File: config.mk
export PLATFORM = sky130hd
export DESIGN_NAME = fifo_mst_write_gen
export DESIGN_NICKNAME = d
export VERILOG_FILES = /design/src/rtl/fifo_mst_write_gen.sv
export SDC_FILE = /design/constraint.sdc
export NUM_CORES = 1
export LEC_CHECK = 0
export CORE_MARGIN = 5
export CORE_UTILIZATION = 40
export DETAILED_ROUTE_END_ITERATION = 8
export PLACE_DENSITY = 0.59
export REMOVE_ABC_BUFFERS = 1
export SETUP_SLACK_MARGIN = 0.02
export SYNTH_ARGS = -nofsm -noshare
export SYNTH_HDL_FRONTEND = slang
export SYNTH_SLANG_ARGS = --single-unit
File: constraint.sdc
create_clock -name CLK -period 4.78 [get_ports CLK]
set_input_delay 0.717 -clock CLK [delete_from_list [all_inputs] [get_ports CLK]]
set_output_delay 0.717 -clock CLK [all_outputs]
set_load 0.05 [all_outputs]
File: src/rtl/fifo_mst_write_gen.sv
// FT60x 245-synchronous-FIFO master write traffic generator.
// Streams fixed-length write bursts with a selectable data pattern. Every
// beat is held until the FT60x accepts it, so TXE_N stalls never drop data.
// A finite run can end with a one-cycle SIWU_N pulse to flush a short packet.
module fifo_mst_write_gen #(
  parameter int DATA_W     = 16,
  parameter int BURST_LEN  = 512,
  parameter int GAP_CYCLES = 2
) (
  input  logic                  CLK,
  input  logic                  RESET,
  input  logic                  EN,
  input  logic [1:0]            MODE,
  input  logic [DATA_W-1:0]     SEED,
  input  logic [15:0]           NUM_BURSTS,
  input  logic                  SIWU_EN,
  input  logic                  TXE_N,
  input  logic                  RXF_N,
  output logic                  WR_N,
  output logic                  RD_N,
  output logic                  OE_N,
  output logic                  SIWU_N,
  output logic [DATA_W/8-1:0]   BE,
  output logic [DATA_W-1:0]     DATA,
  output logic                  BUSY,
  output logic                  DONE,
  output logic [15:0]           BURST_CNT,
  output logic [15:0]           STALL_CNT
);

  localparam logic [2:0] S_IDLE  = 3'd0;
  localparam logic [2:0] S_WAIT  = 3'd1;
  localparam logic [2:0] S_BURST = 3'd2;
  localparam logic [2:0] S_GAP   = 3'd3;
  localparam logic [2:0] S_FLUSH = 3'd4;
  localparam logic [2:0] S_DONE  = 3'd5;

  localparam int TAG_W = DATA_W - 8;

  logic [2:0]        r_state;
  logic              r_wr_n;
  logic              r_siwu_n;
  logic [DATA_W-1:0] r_data;
  logic [DATA_W-1:0] r_seed;
  logic [1:0]        r_mode;
  logic [15:0]       r_beat;
  logic [15:0]       r_bcnt;
  logic [15:0]       r_stall;
  logic [7:0]        r_gap;

  logic [2:0]        w_nxt;
  logic [7:0]        w_gap_nxt;
  logic              w_acc;
  logic              w_last;
  logic              w_fin;
  logic [15:0]       w_beat_nxt;
  logic [15:0]       w_bcnt_nxt;
  logic [DATA_W-1:0] w_pat;
  logic [DATA_W-1:0] w_start;
  logic [TAG_W-1:0]  w_tag_lo;
  logic              w_unused;

  // The read side of the FIFO bus is never used by this generator.
  assign w_unused  = RXF_N;
  assign RD_N      = 1'b1;
  assign OE_N      = 1'b1;
  assign BE        = '1;
  assign WR_N      = r_wr_n;
  assign SIWU_N    = r_siwu_n;
  assign DATA      = r_data;
  assign BURST_CNT = r_bcnt;
  assign STALL_CNT = r_stall;
  assign BUSY      = (r_state != S_IDLE) && (r_state != S_DONE);
  assign DONE      = (r_state == S_DONE);

  // WR_N is low only in BURST, so a low strobe plus free space is an accept.
  assign w_acc      = ~r_wr_n & ~TXE_N;
  assign w_last     = w_acc && (r_beat == 16'(BURST_LEN - 1));
  assign w_fin      = (NUM_BURSTS != 16'd0) && ((r_bcnt + 16'd1) == NUM_BURSTS);
  assign w_beat_nxt = w_last ? 16'd0 : r_beat + 16'd1;
  assign w_bcnt_nxt = w_last ? r_bcnt + 16'd1 : r_bcnt;

  // Low tag field carries the beat index, zero-extended on wide buses.
  if (TAG_W <= 16) begin : g_tag_narrow
    assign w_tag_lo = w_beat_nxt[TAG_W-1:0];
  end else begin : g_tag_wide
    assign w_tag_lo = {{(TAG_W-16){1'b0}}, w_beat_nxt};
  end

  // Next pattern value, applied only on an accepted beat.
  always_comb begin
    w_pat = r_data;
    case (r_mode)
      2'd0:    w_pat = r_data + DATA_W'(1);
      2'd1:    w_pat = {r_data[DATA_W-2:0], r_data[DATA_W-1]};
      2'd2:    w_pat = r_seed;
      default: w_pat = {w_bcnt_nxt[7:0], w_tag_lo};
    endcase
  end

  // First beat of a run, taken from the live MODE/SEED at run start.
  always_comb begin
    w_start = '0;
    case (MODE)
      2'd0:    w_start = SEED;
      2'd1:    w_start = DATA_W'(1);
      2'd2:    w_start = SEED;
      default: w_start = '0;
    endcase
  end

  // Run-control state machine; EN is deliberately ignored inside BURST.
  always_comb begin
    w_nxt     = r_state;
    w_gap_nxt = r_gap;
    case (r_state)
      S_IDLE:  if (EN) w_nxt = S_WAIT;
      S_WAIT: begin
        if (!EN)         w_nxt = S_IDLE;
        else if (!TXE_N) w_nxt = S_BURST;
      end
      S_BURST: begin
        if (w_last) begin
          w_gap_nxt = 8'd0;
          if (w_fin && SIWU_EN)  w_nxt = S_FLUSH;
          else if (w_fin)        w_nxt = S_DONE;
          else if (GAP_CYCLES == 0) w_nxt = S_WAIT;
          else                   w_nxt = S_GAP;
        end
      end
      S_GAP: begin
        if (!EN)                                w_nxt = S_IDLE;
        else if (r_gap == 8'(GAP_CYCLES - 1))   w_nxt = S_WAIT;
        else                                    w_gap_nxt = r_gap + 8'd1;
      end
      S_FLUSH: w_nxt = S_DONE;
      S_DONE:  if (!EN) w_nxt = S_IDLE;
      default: w_nxt = S_IDLE;
    endcase
  end

  // State and bus strobes; strobes follow the next state so they are glitch-free.
  always_ff @(posedge CLK) begin
    if (RESET) begin
      r_state  <= S_IDLE;
      r_wr_n   <= 1'b1;
      r_siwu_n <= 1'b1;
      r_gap    <= 8'd0;
    end else begin
      r_state  <= w_nxt;
      r_wr_n   <= (w_nxt != S_BURST);
      r_siwu_n <= (w_nxt != S_FLUSH);
      r_gap    <= w_gap_nxt;
    end
  end

  // Data path and counters: load at run start, advance only on accepted beats.
  always_ff @(posedge CLK) begin
    if (RESET) begin
      r_data  <= '0;
      r_seed  <= '0;
      r_mode  <= 2'd0;
      r_beat  <= 16'd0;
      r_bcnt  <= 16'd0;
      r_stall <= 16'd0;
    end else begin
      if (r_state == S_IDLE && EN) begin
        r_mode  <= MODE;
        r_seed  <= SEED;
        r_data  <= w_start;
        r_beat  <= 16'd0;
        r_bcnt  <= 16'd0;
        r_stall <= 16'd0;
      end else begin
        if (w_acc) begin
          r_data <= w_pat;
          r_beat <= w_beat_nxt;
          r_bcnt <= w_bcnt_nxt;
        end
        if (r_state == S_BURST && TXE_N && r_stall != 16'hFFFF)
          r_stall <= r_stall + 16'd1;
      end
    end
  end

endmodule

### Word-level counts from Yosys, hierarchy flattened

Index checks and enable logic that the tools add are counted.
W data, S select, Z words.

| word-level totals | value |
|---|---|
| input port bits | 40 |
| bits in registers | 95 |
| logic and storage cells | 76 |
| output and inout port bits | 56 |

| operators by class | value |
|---|---|
| mux-type cells | 20 |
| add/sub/neg operators | 5 |
| reduce and logical (&&, ||, !) cells | 18 |
| eq/ne operators | 19 |
| bitwise gates (word level) | 3 |

Operators with widths:

| kind | number |
|---|---|
| $add A16 B1 Y16 const B | 4 |
| $mux W16 | 3 |
| $pmux W16 S3 | 1 |
| $mux W8 | 4 |
| $pmux W16 S2 | 1 |
| $mux W3 | 9 |
| $pmux W3 S6 | 1 |
| $eq A16 B16 Y1 | 1 |
| $eq A16 B9 Y1 const B | 1 |
| $ne A16 B16 Y1 const B | 1 |
| $pmux W8 S2 | 1 |
| $reduce_bool A16 Y1 | 1 |
| $add A8 B1 Y8 const B | 1 |
| $eq A8 B1 Y1 const B | 1 |
| $logic_and A1 B1 Y1 | 7 |
| $eq A3 B2 Y1 const B | 2 |
| $eq A3 B3 Y1 const B | 2 |
| $ne A2 B2 Y1 const B | 3 |
| $ne A3 B3 Y1 const B | 2 |
| $eq A2 B1 Y1 const B | 2 |
| $eq A2 B2 Y1 const B | 2 |
| $logic_not A2 Y1 | 2 |
| $reduce_and A4 Y1 | 1 |
| $reduce_bool A2 Y1 | 2 |
| 8 further kinds | 10 |

### Longest topological paths before layout

| depth | value |
|---|---|
| word-level depth | 8 |
| gate-level depth with buffers | 9 |

### Least setup slack after synthesis

No wires, ideal clock.

| timing path | value |
|---|---|
| path type | reg2reg |
| start | register r_bcnt[0] (netlist: BURST_CNT[0]) |
| end | register r_siwu_n (netlist: SIWU_N) |
| required time | 4.645 ns |
| buffers on the path | 1 |
| arrival | 2.470 ns |
| clock period less this slack | 2.605 ns |
| path slack | 2.175 ns |
| stages on the path, launching flop included | 10 |
| cell sequence | dfxtp_1 -> ha_1 -> buf_2 -> nand3_1 -> or3_1 -> o32ai_1 -> a31oi_1 -> or2_2 -> o31ai_1 -> nand4b_1 |

| between the ends | value |
|---|---|
| word-level cells in the longest chain between the ends | 8 |

RTL lines:

| element | line | source |
|---|---|---|
| start, declared | 47 | `logic [15:0] r_bcnt;` |
| start signal, assigned | 178 | `r_bcnt <= w_bcnt_nxt;` |
| $add A16 B1 Y16 (*) | 79 | `assign w_fin = (NUM_BURSTS != 16'd0) && ((r_bcnt + 16'd1) == NUM_BURSTS);` |
| $eq A16 B16 Y1 (*) | 79 |  |
| $logic_and A1 B1 Y1 (*) | 79 |  |
| $mux W3 / $logic_and A1 B1 Y1 (equally long branches) | 126, 125 |  |
| $mux W3 (*) | 125 | `if (w_fin && SIWU_EN) w_nxt = S_FLUSH;` |
| $mux W3 (*) | 123 | `if (w_last) begin` |
| $pmux W3 S6 (*) | 116 | `case (r_state)` |
| $ne A3 B3 Y1 (*) | 152 | `r_siwu_n <= (w_nxt != S_FLUSH);` |
| end signal, assigned | 152 |  |
| end, declared | 42 | `logic r_siwu_n;` |

Mark *: on every way between the ends. The rest lies on a longest branch, timed or not.
A chain may end at the register's enable or synchronous reset.

### Final worst setup path

| timing path | value |
|---|---|
| start | input port TXE_N |
| end | register r_data[10] (netlist: DATA[10]) |

| between the ends | value |
|---|---|
| word-level cells in the longest chain between the ends | 7 |

RTL lines:

| element | line | source |
|---|---|---|
| start, declared | 17 | `input logic TXE_N,` |
| $not A1 Y1 (*) | 77 | `assign w_acc = ~r_wr_n & ~TXE_N;` |
| $and A1 B1 Y1 (*) | 77 |  |
| $logic_and A1 B1 Y1 | 78 | `assign w_last = w_acc && (r_beat == 16'(BURST_LEN - 1));` |
| $mux W8 | 81 | `assign w_bcnt_nxt = w_last ? r_bcnt + 16'd1 : r_bcnt;` |
| $pmux W16 S3 | 93 | `case (r_mode)` |
| $mux W16 | 175 | `if (w_acc) begin` |
| $mux W16 | 167 | `if (r_state == S_IDLE && EN) begin` |
| end signal, assigned | 170 | `r_data <= w_start;` |
| end signal, assigned | 176 | `r_data <= w_pat;` |
| end, declared | 43 | `logic [DATA_W-1:0] r_data;` |

Mark *: on every way between the ends. The rest lies on a longest branch, timed or not. The select of a mux whose other input is x is not followed.

==> key figures <==
Timing
  • WHS: roughly 0.46 ns
  • Setup WS post-layout: about 1.7 ns
  • Period utilization: 0.638
  • Fmax: about 0.33 GHz
  • Hold Violations, Final: 0
  • RSZ-0062 raised after global routing: no
  • Actual slew at the worst max-slew pin: roughly 0.86 ns
  • Final Max Slew Viols: 0
  • Setup_tns: 0 ns
  • Min Clock Period, post-route: between 3 and 4 ns
  • Relative slew slack: 0.426
  • Final Skew: about 0.010 ns
  • # setup viols final: 0

CTS
  • CTS H-tree depth: 3
  • PostCTS Resize Cnt: 0
  • TritonCTS clock tree: built
  • Clock slew at reported path FFs: 0.07 ns
  • Max clock buf depth: 2
  • Clock sink count: between 90 and 100
  • TritonCTS buffer count: 9
  • Hold-fix buffers, CTS: 0
  • Root buf cell: clkbuf_16
  • Clock Latency Late Sink: about 0.35 ns
  • Post-CTS Setup Inserts: 0

Setup path
  • Worst reg2reg endpoint: SIWU_N
  • Largest fanout on the critical path: 14
  • CP max-delay cell: nor2_2
  • Critical path endpoint category: register
  • WP buf/inv: 1
  • CP Data Required Time: approximately 5.0 ns
  • Worst setup SP type: input port
  • FF-to-FF path depth: 8
  • Worst path max stage delay: between 0.6 and 0.7 ns
  • Reg-to-Reg Start: BURST_CNT[0]
  • Top Family by Delay on Critical Path: simple AND/OR/NAND/NOR gates
  • Critical path, cell by cell: clkdlybuf4s50_1 > and4bb_2 > nand4_4 > nor2_2 > nand2_1 > xor2_1 > a211o_1 > a211oi_1
  • Setup Crit Path Kind: input port to register
  • Worst Path Arrival: 3.31 ns
  • Reg2Reg Setup Slack: between 2 and 2.5 ns

Floorplanning
  • Core area: 13,700 um^2
  • Core Rows: 43
  • Die W: ~130 um
  • Die area: approximately 16,000 um^2
  • IO Count: 96
  • Starting density of the core: 0.403
  • Chip height: around 130 um

Power
  • Max VDD drop: 0.167 mV
  • Pleak: ~2.2 nW
  • Power per cell area: around 280 nW/um^2
  • Clock share of power: 0.417
  • Net switching power: ~0.00050 W
  • Design Power: roughly 0.0019 W
  • Sw frac: 0.267
  • Sequential Power Share: 0.448
  • Combinational share of power: 0.135
  • Int Pwr: around 0.0014 W

Routing
  • WL/cell: 16.5 um
  • Vias post-DR: 5,407
  • Iteration-0 DRC Markers: roughly 380
  • Post-Route WL: 15,800 um
  • Pre-antenna DRT Iters: 5
  • Via density: roughly 5.6
  • Final ANT Viol Nets: 0
  • Number of remaining DRC errors: 0

Yosys
  • Synth top area cells: dfxtp_1 (34%), nor2_1 (6.1%), xnor2_1 (6.0%)
  • Library cells used by synthesis: 68
  • Register area share after synthesis: 0.344
  • Yosys top cell area share: 0.344
  • Syn Inst Count: roughly 700
  • Leading cell type by number of instances after synthesis: dfxtp_1
  • Area leader, netlist: dfxtp_1
  • Mapped Area: between 5000 and 6000 um^2
  • Post-synthesis average cell area: between 7 and 8 um^2
  • Post-synth EDFFs: 0
  • Top_reg_cell synth: dfxtp_1
  • Async SR Flop Fraction: 0
  • Synth warnings: 0
  • Synth cell count leaders: dfxtp_1 (95), nor2_1 (90), nand2_1 (87)
  • #FFs+latches synth: between 90 and 100

Finish
  • Layout cells sized above 1: 0.0565
  • Fillers: 1,396
  • Final cell count without fillers: 959
  • Diode count: 0
  • Layout Nets: just over 800
  • Post-synthesis to final-layout area growth: 23.3%

Job
  • Max_cap viols: 0

Global route
  • First-pass GRT wire length: approximately 26,000 um
  • Largest net degree at the start of global routing: 42
  • GR Overflow Total: 0
  • Number of global-route vias before repair: approximately 5.1k
  • GR Util All Layers: 0.196
  • Initial antenna violation count: 0

Placement
  • GP Congestion: between 0.8 and 0.9
  • Setup WS pre-CTS: about 1.4 ns
  • Post-DP HPWL: approximately 11,000 um
  • Placed insts: between 900 and 1k
  • Port bufs: 90

Min path
  • Hold/Removal Path Class: register to register
  • Hold Crit Start: r_seed[14]
  • Cells on Worst Hold Path: 2
  • Hold EP: r_seed[14]

Run status
  • Status: finished clean
metrics by stage:
| step | area, um^2 | utilization |
|---|---|---|
| floorplan | 5330 | - |
| global placement | 6500 | 0.474 |
| detailed placement | 6500 | 0.474 |
| CTS | 6820 | 0.497 |
| global route | 6820 | 0.497 |
| finish | 6820 | 0.497 |
area by class of cell:
cell class | instances | area, um^2 | area share
tap | 180 | 225 | 0.0330
multi-input combinational | 561 | 3380 | 0.496
clock inverter | 5 | 81.3 | 0.0119
inverter | 13 | 48.8 | 0.00716
timing repair buffer | 95 | 938 | 0.138
clock buffer | 10 | 239 | 0.0351
sequential | 95 | 1900 | 0.279
state kept, by name, summed over array words and instances (netlist names):
register   cells
DATA          16
r_state        3
r_mode         2
BURST_CNT     16
WR_N           1
STALL_CNT     16
r_gap          8
r_beat        16
r_seed        16
SIWU_N         1
metal layers:
layer | up-vias | track usage | wire, um
met1 | 2547 | 0.260 | 7220
met5 | - | 0 | 0
met3 | 25 | 0.0418 | 1010
met2 | 196 | 0.311 | 7250
li1 | 2639 | - | -
met4 | 0 | 0.0774 | 357
layout by cell type, fill, tap and decap left out, drive strengths merged, types with 8 or more instances in the layout:
master         instances
xor2                  33
o211ai                 9
dfxtp                 95
clkbuf                10
nand3                 22
nor3                  23
a211o                  8
or3                   12
xnor2                 38
nand2                 87
nor2                  91
nand4                 27
or2                    9
a21oi                 55
nor4                  14
clkdlybuf4s50         90
o21ai                 30
a211oi                 9
inv                   14
tightest hold or removal path: stages, from the launching register on:
cell and delay, ns:
dfxtp_1 0.31, nand2_1 0.05, a21oi_1 0.05
power by group through the flow:
stage | Combinational [W] | Clock, W | Sequential [W]
floorplan | 0.000113 | 0 | 0.000893
global placement | 0.000252 | 0 | 0.000861
detailed placement | 0.000255 | 0 | 0.000862
CTS | 0.000256 | 0.000810 | 0.000844
global route | 0.000276 | 0.000839 | 0.000848
finish | 0.000255 | 0.000786 | 0.000844
cells by family (layout without fill, tap and decap cells):
| logic type | after synthesis | count (layout) | synth area share |
|---|---|---|---|
| buffers and inverters | 62 | 123 | 0.0475 |
| and+or+nand+nor | 326 | 326 | 0.294 |
| other | 1 | 4 | 0.000678 |
| xor gates and xnor gates | 71 | 71 | 0.112 |
| adders and majority gates | 6 | 6 | 0.0136 |
| AOI/OAI and AO/OA | 149 | 149 | 0.174 |
| muxes | 5 | 5 | 0.0136 |
| DFF | 95 | 95 | 0.344 |
how the worst max path moves through the flow:
stage | from | to | slack [ns] | depth (start not counted)
floorplan | EN | DATA[6] | 0.65 | 3
global placement | TXE_N | DATA[10] | 1.40 | 8
finish | TXE_N | DATA[10] | 1.73 | 8
CTS | TXE_N | DATA[10] | 1.72 | 8
global route | TXE_N | DATA[10] | 1.48 | 8
detailed placement | TXE_N | DATA[10] | 1.36 | 8
Power figures use the tool's default switching activity.
